==> src/rtl/effect_sample_collector_if.sv <==
// Sample stream between an effect module, the collector and the codec side.
// Both directions are strobes, with no back-pressure. done qualifies modified_sample
// for one cycle. out_ready asks for one sample. out_valid qualifies out_sample for one cycle.
interface effect_sample_collector_if #(
  parameter int WIDTH = 12
);
  logic             done;
  logic [WIDTH-1:0] modified_sample;
  logic             out_ready;
  logic [WIDTH-1:0] out_sample;
  logic             out_valid;

  modport master (
    output done,
    output modified_sample,
    output out_ready,
    input  out_sample,
    input  out_valid
  );

  modport slave (
    input  done,
    input  modified_sample,
    input  out_ready,
    output out_sample,
    output out_valid
  );
endinterface

==> src/rtl/effect_sample_collector.sv <==
// Effect-stream sink: drops SKIP warm-up samples, buffers the rest in a FIFO
// for the codec side, and meters peak magnitude of every sample offered after warm-up.
module effect_sample_collector #(
  parameter int WIDTH      = 12,
  parameter int DEPTH_LOG2 = 4,
  parameter int SKIP       = 32
) (
  input  logic                  clock,
  input  logic                  reset,
  effect_sample_collector_if.slave sif,
  input  logic                  peak_clear,
  input  logic                  flag_clear,
  output logic [DEPTH_LOG2:0]   level,
  output logic                  running,
  output logic [WIDTH-2:0]      peak,
  output logic                  overflow,
  output logic                  underflow,
  output logic                  state_dbg
);

  localparam int DEPTH = 1 << DEPTH_LOG2;
  localparam logic [7:0] SKIP_LAST = 8'(SKIP - 1);
  localparam logic [DEPTH_LOG2:0] LEVEL_FULL = (DEPTH_LOG2 + 1)'(DEPTH);

  typedef enum logic {WARMUP = 1'b0, RUN = 1'b1} state_t;

  state_t state, state_nxt;
  logic [7:0] skip_cnt, skip_cnt_nxt;

  logic [WIDTH-1:0]      mem [DEPTH];
  logic [DEPTH_LOG2-1:0] wr_ptr, rd_ptr;
  logic full, empty, push_req, do_push, do_pop;

  logic [WIDTH-1:0] neg_s;
  logic [WIDTH-2:0] abs_s;

  // ---------------- warm-up FSM ----------------
  always_ff @(posedge clock or posedge reset) begin
    if (reset) begin
      state    <= WARMUP;
      skip_cnt <= '0;
    end else begin
      state    <= state_nxt;
      skip_cnt <= skip_cnt_nxt;
    end
  end

  always_comb begin
    state_nxt    = state;
    skip_cnt_nxt = skip_cnt;
    if (state == WARMUP && sif.done) begin
      skip_cnt_nxt = skip_cnt + 8'd1;
      if (skip_cnt == SKIP_LAST) state_nxt = RUN;
    end
  end

  assign running   = (state == RUN);
  assign state_dbg = state;

  // ---------------- FIFO ----------------
  assign full     = (level == LEVEL_FULL);
  assign empty    = (level == '0);
  assign push_req = running && sif.done;
  assign do_pop   = sif.out_ready && !empty;
  // A full FIFO still accepts a push when the same cycle frees a slot.
  assign do_push  = push_req && (!full || do_pop);

  always_ff @(posedge clock) begin
    if (do_push) mem[wr_ptr] <= sif.modified_sample;
  end

  always_ff @(posedge clock or posedge reset) begin
    if (reset) begin
      wr_ptr         <= '0;
      rd_ptr         <= '0;
      level          <= '0;
      sif.out_sample <= '0;
      sif.out_valid  <= 1'b0;
    end else begin
      if (do_push) wr_ptr <= wr_ptr + 1'b1;
      if (do_pop)  rd_ptr <= rd_ptr + 1'b1;
      case ({do_push, do_pop})
        2'b10:   level <= level + 1'b1;
        2'b01:   level <= level - 1'b1;
        default: level <= level;
      endcase
      sif.out_valid <= sif.out_ready;
      if (sif.out_ready) sif.out_sample <= do_pop ? mem[rd_ptr] : '0;
    end
  end

  // ---------------- peak meter ----------------
  assign neg_s = -sif.modified_sample;

  // The most negative code has no positive twin, so it saturates to all ones.
  always_comb begin
    abs_s = sif.modified_sample[WIDTH-2:0];
    if (sif.modified_sample[WIDTH-1]) begin
      if (neg_s[WIDTH-1]) abs_s = '1;
      else                abs_s = neg_s[WIDTH-2:0];
    end
  end

  always_ff @(posedge clock or posedge reset) begin
    if (reset) begin
      peak <= '0;
    end else if (peak_clear) begin
      peak <= push_req ? abs_s : '0;
    end else if (push_req && (abs_s > peak)) begin
      peak <= abs_s;
    end
  end

  // ---------------- sticky flags ----------------
  always_ff @(posedge clock or posedge reset) begin
    if (reset) begin
      overflow  <= 1'b0;
      underflow <= 1'b0;
    end else begin
      if (push_req && full && !do_pop) overflow <= 1'b1;
      else if (flag_clear)             overflow <= 1'b0;
      if (sif.out_ready && empty)      underflow <= 1'b1;
      else if (flag_clear)             underflow <= 1'b0;
    end
  end

endmodule

==> src/flat_wrapper.sv <==
// flat-port wrapper written by rule: the top's interface ports become plain ports
module effect_sample_collector_flat 
#(
  parameter int WIDTH      = 12,
  parameter int DEPTH_LOG2 = 4,
  parameter int SKIP       = 32
)
  (clock, reset, peak_clear, flag_clear, level, running, peak, overflow, underflow, state_dbg, sif_done, sif_modified_sample, sif_out_ready, sif_out_sample, sif_out_valid);
  effect_sample_collector_if #(.WIDTH(WIDTH)) sif_i ();
  input  logic clock;
  input  logic reset;
  input  logic peak_clear;
  input  logic flag_clear;
  output logic [DEPTH_LOG2:0] level;
  output logic running;
  output logic [WIDTH-2:0] peak;
  output logic overflow;
  output logic underflow;
  output logic state_dbg;
  input wire logic [$bits(sif_i.done)-1:0] sif_done;
  input wire logic [$bits(sif_i.modified_sample)-1:0] sif_modified_sample;
  input wire logic [$bits(sif_i.out_ready)-1:0] sif_out_ready;
  output wire logic [$bits(sif_i.out_sample)-1:0] sif_out_sample;
  output wire logic [$bits(sif_i.out_valid)-1:0] sif_out_valid;
  assign sif_i.done = sif_done;
  assign sif_i.modified_sample = sif_modified_sample;
  assign sif_i.out_ready = sif_out_ready;
  assign sif_out_sample = sif_i.out_sample;
  assign sif_out_valid = sif_i.out_valid;
  effect_sample_collector #(.WIDTH(WIDTH), .DEPTH_LOG2(DEPTH_LOG2), .SKIP(SKIP)) u_core (.clock(clock), .reset(reset), .sif(sif_i), .peak_clear(peak_clear), .flag_clear(flag_clear), .level(level), .running(running), .peak(peak), .overflow(overflow), .underflow(underflow), .state_dbg(state_dbg));
endmodule
==> config.mk <==
export PLATFORM = sky130hd
export DESIGN_NAME = effect_sample_collector_flat
export DESIGN_NICKNAME = d
export VERILOG_FILES = /design/src/rtl/effect_sample_collector_if.sv /design/src/rtl/effect_sample_collector.sv /design/src/flat_wrapper.sv
export SDC_FILE = /design/constraint.sdc
export NUM_CORES = 1
export LEC_CHECK = 0
export ABC_AREA = 1
export BUFFER_PORTS_ARGS = -buffer_cell sky130_fd_sc_hd__buf_4
export CAP_MARGIN = 20
export CORE_AREA = 2 2 178 180
export CTS_CLUSTER_SIZE = 16
export DETAILED_ROUTE_END_ITERATION = 8
export DIE_AREA = 0 0 180 182
export SYNTH_ARGS = -nofsm -noshare
export SYNTH_HDL_FRONTEND = slang
export SYNTH_SLANG_ARGS = --single-unit
==> constraint.sdc <==
create_clock -name clock -period 3.55 [get_ports clock]
set_input_delay 0.5325 -clock clock [delete_from_list [all_inputs] [get_ports clock]]
set_output_delay 0.5325 -clock clock [all_outputs]
set_load 0.02 [all_outputs]
Word-level counts from Yosys, hierarchy flattened
Memories as Yosys holds them, arrays and structs flattened.
Cells that the tools add are included.
- flip-flop bits (word level): 48
- memory bits (writable): 192
- input port bits: 18
- output and inout port bits: 33
- memories: 1
- $add $sub $neg: 6
- magnitude comparators: 1
- equality and inequality tests: 4
- mux-type cells: 12
- bitwise operators: 1
- reduce and logical (&&, ||, !) cells: 18
- memories (memory ; depth ; bits a word ; rd ports ; clocked after memory_dff ; wr ports ; RTL line ; text):
    u_core.mem ; 16 ; 12 ; 1 ; 0 ; 1 ; effect_sample_collector.sv:30 ; logic [WIDTH-1:0] mem [DEPTH];
- operators by type and width (kind ; number):
    $mux W11 ; 5
    $mux W12 ; 1
    $neg A12 Y12 ; 1
    $gt A11 B11 Y1 ; 1
    $pmux W5 S2 ; 1
    $add A4 B1 Y4 const B ; 2
    $add A8 B1 Y8 const B ; 1
    $eq A8 B5 Y1 const B ; 1
    $logic_and A1 B1 Y1 ; 8
    $reduce_bool A2 Y1 ; 4
    $add A5 B1 Y5 const B ; 1
    $eq A5 B5 Y1 const B ; 1
    $logic_not A5 Y1 ; 1
    $mux W1 ; 5
    $sub A5 B1 Y5 const B ; 1
    $logic_not A1 Y1 ; 3
    $eq A2 B1 Y1 const B ; 1
    $eq A2 B2 Y1 const B ; 1
    $reduce_and A2 Y1 ; 1
    $logic_or A1 B1 Y1 ; 1
    $not A1 Y1 ; 1

Logic depth before layout (Yosys ltp)
Gate-level depths: netlist (run 1).
- depth in word-level cells: 7
- mapped depth: 20
- gate-level depth less buffers: 19

Worst setup path before layout (run 1)
OpenSTA, ideal clock, no wires.
- kind: input-to-reg
- start: in sif_modified_sample[1]
- end: reg u_core.peak[7]
- data arrival time: 2436 ps
- required time: 3433 ps
- path slack: 997 ps
- cell stages on the path: 18
- path buffers: 1
- cell sequence: inv_1 > ha_1 > inv_1 > nor3_1 > nand3_1 > nand3_1 > nand3_1 > ha_1 > nand2_1 > nor2_1 > nand2_1 > o21ai_1 > inv_1 > nand2_1 > nand2_1 > buf_2 > nand2_1 > nand2_1
- cells in the longest elaborated chain, start to end: 6
- elaborated cells between the ends (all ways): 9
- ends and longest elaborated chain (what ; RTL line ; text):
    from (decl) ; flat_wrapper.sv:21 ; input wire logic [$bits(sif_i.modified_sample)-1:0] sif_modified_sample;
    $neg A12 Y12 ; effect_sample_collector.sv:93 ; assign neg_s = -sif.modified_sample;
    $mux W11 ; effect_sample_collector.sv:99 ; if (neg_s[WIDTH-1]) abs_s = '1;
    $mux W11 (*) ; effect_sample_collector.sv:98 ; if (sif.modified_sample[WIDTH-1]) begin
    $gt A11 B11 Y1 ; effect_sample_collector.sv:109 ; end else if (push_req && (abs_s > peak)) begin
    $logic_and A1 B1 Y1 ; effect_sample_collector.sv:109 ;
    $reduce_bool A2 Y1 (no source line) ; - ;
    to (signal assigned) ; effect_sample_collector.sv:108 ; peak <= push_req ? abs_s : '0;
    to (signal assigned) ; effect_sample_collector.sv:110 ; peak <= abs_s;
    to (decl) ; effect_sample_collector.sv:15 ; output logic [WIDTH-2:0] peak,
Every way passes the cells marked *; elsewhere a longest branch is shown, timed or not. The select of a mux whose other input is x is not followed.
A chain may end at the register's enable or synchronous reset.

Worst setup path in the final report (run 1)
- start: in sif_modified_sample[1]
- end: reg u_core.peak[3]
Same word-level chain as after synthesis.

==> flow_summary.json, run 1 <==
{
  "status": "finished clean",
  "powerDensity_nw_per_um2": 757,
  "cts_buffers": 25,
  "critical_path_class": "input port to flop",
  "crit_path_start_kind": "input port",
  "grt_util_met3_pct": 2.05,
  "synth_warnings": 0,
  "clk_path_buf_depth": 3,
  "slew_viol_final": 0,
  "area_delta_synth_final_pct": 15.5,
  "cts.clk_slew.worst_paths_ns": 0.06,
  "synth-edff-count": 192,
  "cp_max_fo": 17,
  "antenna_cells": 0,
  "end_kind": "flop",
  "grt_use_met1_pct": 19.7,
  "cts.sinks": 240,
  "tightest_slew_ns": 0.719,
  "drc_errors": 0,
  "rsz0062_at_grt": "no",
  "cts_hold_buffers": 0,
  "reg2reg_from": "u_core.level[1]",
  "design.die.area_um2": 32800,
  "worstPathRequired_ns": 3.95,
  "layout-drive-gt1-share_pct": 11.6,
  "dp_hpwl_um": 16400,
  "syn_area_per_cell_um2": 10.3,
  "multi_input_area_um2": 3120,
  "vias": 7293,
  "num-nets-final": 1142,
  "final.period_utilization_pct": 74.2,
  "num_rows": 65,
  "final_common_cell": "nand2_1",
  "htreeDepth": 1,
  "yosysSeqAreaShare_pct": 65.5,
  "synth_area_um2": 10600,
  "wirelength_um": 25600,
  "dr.pass1.iters": 5,
  "final-hold-violation-count": 0,
  "layout_common_cells": "330 x nand2_1, 192 x edfxtp_1, 112 x nand3_1",
  "die_y_um": 182,
  "power_leakage_nw": 5.13,
  "overflow": 0,
  "wl_per_cell_um": 16.8,
  "fin_skew_ns": 0.0117,
  "drtAntennaViolNets": 0,
  "grt_max_degree": 64,
  "fin_crit_ns": 2.64,
  "irDropWorstVdd_uv": 367,
  "finalNonFillerCells": 1522,
  "fillers": 2949,
  "grt_pass1_vias": 7098,
  "synth_ff_type": "edfxtp_1",
  "max-cap-violations": 0,
  "seqCellArea_um2": 6970,
  "tns_ns": 0,
  "root_buffer": "clkbuf_16",
  "antenna_found_initial": 0,
  "crit_start": "sif_modified_sample[1]",
  "finalSetupViolations": 0,
  "cts_setup_buffers": 0,
  "start_util_pct": 34.3,
  "crit_arrival_ns": 3.04,
  "cts_resized": 0,
  "viasPerCell": 4.79,
  "grt_pass1_wl_um": 39500,
  "io_buffers": 50,
  "cp_slowest_cell": "ha_1",
  "cp_slowest_stage_delay_ns": 0.33,
  "routabilityCongestion": 0.807,
  "async_flop_share_pct": 20.0,
  "cp_common_cell": "nand2_1",
  "syn_inst": 1038,
  "met2_usage_pct": 27.2,
  "busiest_layer": "met2",
  "dp_cells": 1477,
  "grt_util_all_layers_pct": 15.4,
  "crit_chain": "buf_4 > inv_1 > ha_1 > inv_1 > nor3_1 > nand2_1 > nand3b_1 > nand3_1 > ha_1 > nand2_1 > nor2_1 > nand2_1 > o21ai_1 > inv_1 > nand2_1 > nand2_1 > nand2_1 > nand2_1",
  "die_w_um": 180,
  "synth_cell_types": 31,
  "io_pins": 51,
  "syn-num-nets": 1078,
  "ys_seq_elements": 240,
  "cts_tree": "done",
  "clock.fmax_mhz": 379,
  "drt-initial-drc-count": 490,
  "hold_class": "input port to asynchronous set/reset pin",
  "worst_skew_pair.late_latency_ns": 0.51,
  "fp.coreArea_um2": 31000,
  "slew_headroom_pct": 52.0
}
[synthesized netlist by cell type, types with 8 or more instances]
cell | instances | share of area (%)
o21ai_0 | 39 | 1.8
nand3_1 | 112 | 5.3
inv_1 | 78 | 2.8
nand2_1 | 330 | 12
ha_1 | 21 | 2.5
edfxtp_1 | 192 | 54
a21oi_1 | 8 | 0.38
xor2_1 | 14 | 1.2
buf_4 | 11 | 0.78
nor2_1 | 105 | 3.7
o211ai_1 | 12 | 0.85
dfrtp_1 | 48 | 11
buf_2 | 19 | 0.89
[registers in the layout, summed over array words and instances, names as in the netlist]
register	cells
u_core.mem	192
u_core.sif.out_sample	12
u_core.peak	11
u_core.skip_cnt	8
u_core.level	5
u_core.rd_ptr	4
u_core.wr_ptr	4
u_core.overflow	1
u_core.running	1
u_core.sif.out_valid	1
u_core.underflow	1
[area by class of cell]
| type | instances | share of cell area, % |
|---|---|---|
| clock buffer | 31 | 5.35 |
| clock inverter | 14 | 0.926 |
| inverter | 83 | 2.53 |
| multi-input combinational | 672 | 25.4 |
| sequential | 240 | 56.7 |
| tap | 402 | 4.09 |
| timing repair buffer | 80 | 4.99 |
[final timing paths]
| path | endpoint | slack, ns | cells past startpoint |
|---|---|---|---|
| max | u_core.peak[3] | 0.91 | 18 |
| min | u_core.peak[5] | 0.14 | 2 |
| max reg2reg | u_core.level[4] | 1.05 | 14 |
| min reg2reg | u_core.sif.out_sample[2] | 0.49 | 2 |
| max in group asynchronous | u_core.rd_ptr[1] | 2.70 | 3 |
| min in group clock | u_core.sif.out_valid | 0.15 | 1 |
[cells by family after synthesis]
logic type | count (synthesis) | synth area share, %
and+or+nand+nor | 568 | 21.8
buffers and inverters | 126 | 5.27
adders and majority gates | 22 | 2.66
DFF | 240 | 65.5
AOI/OAI and AO/OA | 67 | 3.53
xor gates and xnor gates | 15 | 1.23
[power breakdown]
part           leakage [nW]  switching, mW  internal [mW]
combinational          2.45           2.04          0.994
clock                 0.376           1.02           1.45
sequential             2.31          0.369           3.43
[per-stage QoR]
| stage | util [%] | setup slack [ns] | power [mW] | cell area, um2 | hold WS, ns |
|---|---|---|---|---|---|
| 2_1_floorplan | - | 0.997 | 5.85 | 10600 | 0.474 |
| 3_5_place_dp | 37.2 | 0.407 | 6.92 | 11500 | 0.475 |
| 5_1_grt | 39.7 | 0.473 | 9.88 | 12300 | 0.132 |
| 4_1_cts | 39.7 | 0.945 | 9.41 | 12300 | 0.132 |
| 6_report | 39.7 | 0.915 | 9.31 | 12300 | 0.143 |
| 3_3_place_gp | 37.2 | 0.460 | 6.88 | 11500 | 0.472 |
[worst max-delay path: cells and delay by family]
kind,cells,cell delay [ns]
simple gates,11,1.39
compound gates,1,0.16
buf+inv,4,0.44
fa+ha+maj,2,0.53
[layer usage]
layer	share of wire [%]	wire [um]
met3	4.6	1190
met5	0	0
met2	50	12800
met4	2.5	629
met1	43	11000
Power figures use the tool's default switching activity.
==> run 2: changes to the inputs <==
==> constraint.sdc (replaced) <==
create_clock -name clock -period 2.7 [get_ports clock]
set_input_delay 0.405 -clock clock [delete_from_list [all_inputs] [get_ports clock]]
set_output_delay 0.405 -clock clock [all_outputs]
set_load 0.02 [all_outputs]
==> run 2 against run 1 <==
  * Die area stayed put
  * Global-route usage up 1.2 points
  * Total power increased by 32%
  * First-iteration DRC count increased by 3.7%
  * Critical path type is now flop to flop
==> flow_summary.json, run 2 (synthesized netlist as in run 1, its figures left out) <==
{
  "status": "finished clean",
  "worstPathRequired_ns": 3.12,
  "overflow": 0,
  "end_kind": "flop",
  "finalNonFillerCells": 1549,
  "power_frac_comb_pct": 34.6,
  "grt_max_degree": 66,
  "clockPowerShare_pct": 26.1,
  "largest-register": "u_core.mem",
  "hold_start": "flag_clear",
  "drc_errors": 0,
  "hold_class": "input port to flop",
  "power_leakage_nw": 5.25,
  "p_sw_mw": 4.60,
  "reg2reg_from": "u_core.level[0]",
  "die_y_um": 182,
  "cts.sinks": 240,
  "critical_path_class": "flop to flop",
  "layout_common_cells": "330 x nand2_1, 192 x edfxtp_1, 112 x nand3_1",
  "viasPerCell": 4.80,
  "slew_viol_final": 0,
  "area_delta_synth_final_pct": 17.4,
  "dp_slack_ns": -0.172,
  "cts_tree": "done",
  "internal_power_mw": 7.72,
  "worst_skew_pair.late_latency_ns": 0.53,
  "io_buffers": 50,
  "busiest_layer": "met2",
  "final_common_cell": "nand2_1",
  "rsz0062_at_grt": "no",
  "routabilityCongestion": 0.814,
  "swShare_pct": 37.3,
  "cp_max_fo": 7,
  "fin_skew_ns": 0.0197,
  "wirelength_um": 27000,
  "cp_slowest_stage_delay_ns": 0.44,
  "largest_reg_flops": 192,
  "grt_util_all_layers_pct": 16.6,
  "largest_registers": "u_core.mem x192, u_core.sif.out_sample x12, u_core.peak x11",
  "layout-drive-gt1-share_pct": 13.3,
  "num_rows": 65,
  "cts.clk_slew.worst_paths_ns": 0.06,
  "slew_headroom_pct": 59.5,
  "final.period_utilization_pct": 85.2,
  "grt_pass1_vias": 7455,
  "antenna_found_initial": 1,
  "final-hold-violation-count": 0,
  "met2_usage_pct": 29.5,
  "grt_pass1_wl_um": 42100,
  "fp.coreArea_um2": 31000,
  "dp_cells": 1498,
  "cts_buffers": 26,
  "antenna_cells": 0,
  "num-nets-final": 1167,
  "clock.fmax_mhz": 435,
  "powerDensity_nw_per_um2": 986,
  "utilization_pct": 40.3,
  "p_seq_share_pct": 39.3,
  "root_buffer": "clkbuf_16",
  "drtAntennaViolNets": 0,
  "fin_crit_ns": 2.30,
  "setup_ws_ns": 0.400,
  "grt_util_met3_pct": 2.35,
  "finalSetupViolations": 0,
  "max-cap-violations": 0,
  "clk_path_buf_depth": 3,
  "cp_common_cell": "nand2_1",
  "cts_setup_buffers": 0,
  "die_w_um": 180,
  "wl_per_cell_um": 17.4,
  "drt-initial-drc-count": 508,
  "cp_slowest_cell": "dfrtp_1",
  "htreeDepth": 1,
  "vias": 7440,
  "dp_hpwl_um": 17900,
  "crit_path_start_kind": "flop",
  "tightest_slew_ns": 0.607,
  "design.die.area_um2": 32800,
  "irDropWorstVdd_uv": 452,
  "dr.pass1.iters": 5,
  "path_delay_family": "simple AND/OR/NAND/NOR gates",
  "grt_use_met1_pct": 20.7,
  "crit_chain": "nor2_2 > nand3_1 > nand2_1 > inv_2 > nand2_2 > inv_1 > ha_1 > nand2_1 > o21ai_0 > nand3_1 > nand2_1 > nand3_1 > nand2_1 > inv_1",
  "crit_start": "u_core.level[0]",
  "crit_arrival_ns": 2.72,
  "io_pins": 51,
  "path_buf_inv": 3,
  "start_util_pct": 34.3
}
## run 2: per-layer routing
layer	up-vias	share of wire (%)
li1	3635	-
met1	3619	43
met2	135	50
met3	49	3.8
met4	2	3.1
met5	-	0.048
## run 2: worst paths after layout
kind	to	slack (ns)	cells after the start
max in group asynchronous	u_core.peak[0]	1.58	4
max reg2reg	u_core.level[4]	0.40	14
min in group asynchronous	u_core.level[3]	0.52	3
max	u_core.level[4]	0.40	14
min	u_core.overflow	0.09	2
min reg2reg	u_core.sif.out_sample[8]	0.48	2
## run 2: power by group through the flow
| stage | Clock (mW) | Sequential (mW) | Combinational, mW |
|---|---|---|---|
| 2_1_floorplan | 0 | 4.98 | 2.71 |
| 3_3_place_gp | 0 | 4.91 | 4.26 |
| 3_5_place_dp | 0 | 4.92 | 4.30 |
| 4_1_cts | 3.27 | 4.85 | 4.32 |
| 5_1_grt | 3.42 | 4.90 | 4.78 |
| 6_report | 3.22 | 4.84 | 4.26 |
## run 2: area by class of cell
type / instances / area [um2]
Tap cell: 402 / 503
Inverter: 83 / 312
Clock buffer: 32 / 694
Clock inverter: 16 / 72.6
Timing Repair Buffer: 104 / 815
Fill cell: 2939 / 18500
Sequential cell: 240 / 6970
Multi-Input combinational cell: 672 / 3130
## run 2: through the flow
stage               cell area [um2]  hold WS, ns  power [mW]  setup TNS [ns]
floorplan                     10600        0.436        7.69               0
global placement              11700        0.472        9.17           -1.07
detailed placement            11700        0.471        9.22           -1.61
CTS                           12500       0.0735        12.4               0
global route                  12500       0.0723        13.1               0
finish                        12500       0.0912        12.3               0
## run 2: what timing repair did
action	in CTS	in global routing
endpoints found under the hold margin	26	0
hold buffers	2	0
endpoints found under the setup margin	0	11
gates resized for setup	0	1
==> run 3: changes to the inputs <==
--- a/config.mk
+++ b/config.mk
@@ -8,10 +8,11 @@
 export ABC_AREA = 1
 export BUFFER_PORTS_ARGS = -buffer_cell sky130_fd_sc_hd__buf_4
 export CAP_MARGIN = 20
-export CORE_AREA = 2 2 178 180
+export CORE_AREA = 5 5 181 183
 export CTS_CLUSTER_SIZE = 16
 export DETAILED_ROUTE_END_ITERATION = 8
-export DIE_AREA = 0 0 180 182
+export DIE_AREA = 0 0 186 188
+export MAX_ROUTING_LAYER = met4
 export SYNTH_ARGS = -nofsm -noshare
 export SYNTH_HDL_FRONTEND = slang
 export SYNTH_SLANG_ARGS = --single-unit
==> run 3 against run 2 <==
  * The flow now finishes with violations (hold timing)
  * Worst setup slack worse by 0.0050 ns
  * Hold slack worse by 0.093 ns
  * Critical endpoint unchanged
  * Clock-buffer cell count rose by 4
  * Largest power group unchanged
  * Design area up 1.3%
  * Sequential power decreased by 1%
  * Clock power rose by 8.4%
  * Final cell count is 0.52% higher
  * Via count down 0.19%
  * Register-to-register slack about the same
==> flow_summary.json, run 3 (synthesized netlist as in run 1, its figures left out) <==
{
  "grt_pass1_wl_um": 42300,
  "worstPathRequired_ns": 3.12,
  "vias": 7426,
  "antenna_cells": 0,
  "htreeDepth": 1,
  "multi_input_area_um2": 3120,
  "tightest_slew_ns": 0.792,
  "slew_headroom_pct": 47.0,
  "reg2reg_from": "u_core.level[1]",
  "die_w_um": 186,
  "end_kind": "flop",
  "grt_max_degree": 113,
  "power_leakage_nw": 5.33,
  "slew_viol_final": 0,
  "finalSetupViolations": 0,
  "cts_setup_buffers": 0,
  "num-nets-final": 1175,
  "drc_errors": 0,
  "fillers": 2960,
  "grt_util_all_layers_pct": 16.1,
  "r2r_end": "u_core.level[4]",
  "cp_slowest_stage_delay_ns": 0.45,
  "fp.coreArea_um2": 31100,
  "dp_hpwl_um": 17600,
  "final_common_cell": "nand2_1",
  "die_y_um": 188,
  "irDropWorstVdd_uv": 584,
  "cp_common_cell": "nand2_1",
  "design.die.area_um2": 35000,
  "drt-initial-drc-count": 679,
  "cts.sinks": 240,
  "fin_crit_ns": 2.31,
  "cp_max_fo": 7,
  "largest-register": "u_core.mem",
  "largest_reg_flops": 192,
  "wirelength_um": 27300,
  "cts_hold_buffers": 1,
  "viasPerCell": 4.77,
  "io_buffers": 50,
  "area_delta_synth_final_pct": 19.0,
  "wl_per_cell_um": 17.5,
  "layout-drive-gt1-share_pct": 14.1,
  "worst_skew_pair.late_latency_ns": 0.52,
  "tns_ns": 0,
  "routabilityCongestion": 0.817,
  "hold_class": "input port to asynchronous set/reset pin",
  "crit_chain": "nor2_1 > nand3_1 > nand2_1 > inv_2 > nand2_2 > inv_1 > ha_1 > nand2_1 > o21ai_0 > nand3_1 > nand2_1 > nand3_1 > nand2_1 > inv_1",
  "clk_path_buf_depth": 3,
  "r2r_setup_slack_ns": 0.39,
  "root_buffer": "clkbuf_16",
  "critical_path_class": "flop to flop",
  "cts_buffers": 27,
  "cp_slowest_cell": "dfrtp_1",
  "dr.pass1.iters": 5,
  "max-cap-violations": 0,
  "holdWs_ns": -0.00148,
  "clock.fmax_mhz": 434,
  "crit_path_start_kind": "flop",
  "seqCellArea_um2": 6970,
  "rsz0062_at_grt": "no",
  "num_rows": 65,
  "status": "finished with violations",
  "crit_arrival_ns": 2.72,
  "final.period_utilization_pct": 85.4,
  "largest_registers": "u_core.mem x192, u_core.sif.out_sample x12, u_core.peak x11",
  "final-hold-violation-count": 1,
  "layout_common_cells": "330 x nand2_1, 192 x edfxtp_1, 112 x nand3_1",
  "fin_skew_ns": 0.00900,
  "cts_tree": "done",
  "dp_slack_ns": -0.120,
  "powerDensity_nw_per_um2": 1000,
  "antenna_found_initial": 0,
  "p_total_mw": 12.7,
  "io_pins": 51,
  "drtAntennaViolNets": 0,
  "worstRegToRegCells": 14,
  "setup_ws_ns": 0.395,
  "cts_resized": 0,
  "grt_pass1_vias": 7379,
  "start_util_pct": 34.2,
  "overflow": 0,
  "cts.clk_slew.worst_paths_ns": 0.06,
  "violations": "hold timing"
}
## run 3: worst max-delay path: cells and delay by family (launching register included)
kind,cells,cell delay [ns]
buf+inv,3,0.19
flops,1,0.45
compound gates,1,0.24
fa+ha+maj,1,0.36
simple gates,9,0.96
## run 3: worst max-delay path by stage
stage	start	to	slack, ns	cells past startpoint
floorplan	sif_modified_sample[1]	u_core.peak[7]	0.27	18
global placement	sif_modified_sample[1]	u_core.peak[10]	-0.07	20
detailed placement	sif_modified_sample[1]	u_core.peak[7]	-0.12	19
CTS	sif_modified_sample[1]	u_core.peak[7]	0.41	19
global route	sif_modified_sample[1]	u_core.peak[10]	0.07	19
finish	u_core.level[1]	u_core.level[4]	0.39	14
## run 3: metrics by stage
stage / std cells / cell area (um2) / utilization, %
after global routing: 1557 / 12700 / 40.7
after detailed placement: 1507 / 11800 / 38.0
final: 1557 / 12700 / 40.7
after global placement: 1507 / 11800 / 38.0
after floorplan: 1038 / 10600 / -
after CTS: 1557 / 12700 / 40.7
## run 3: cell type report
class	instances	area share (%)
Inverter	83	2.46
Sequential cell	240	55.1
Tap cell	402	3.97
Timing Repair Buffer	111	7.10
Clock inverter	13	0.880
Clock buffer	36	5.84
Multi-Input combinational cell	672	24.7
## run 3: routing by layer
metal / track usage [%] / wire length (um)
met5: - / 0
met4: 3.92 / 621
met3: 2.70 / 1440
met2: 27.0 / 13600
met1: 20.4 / 11600
## run 3: power by group
| part | internal, mW | switching (mW) |
|---|---|---|
| registers | 4.51 | 0.281 |
| clock network | 2.10 | 1.40 |
| logic | 1.47 | 2.92 |
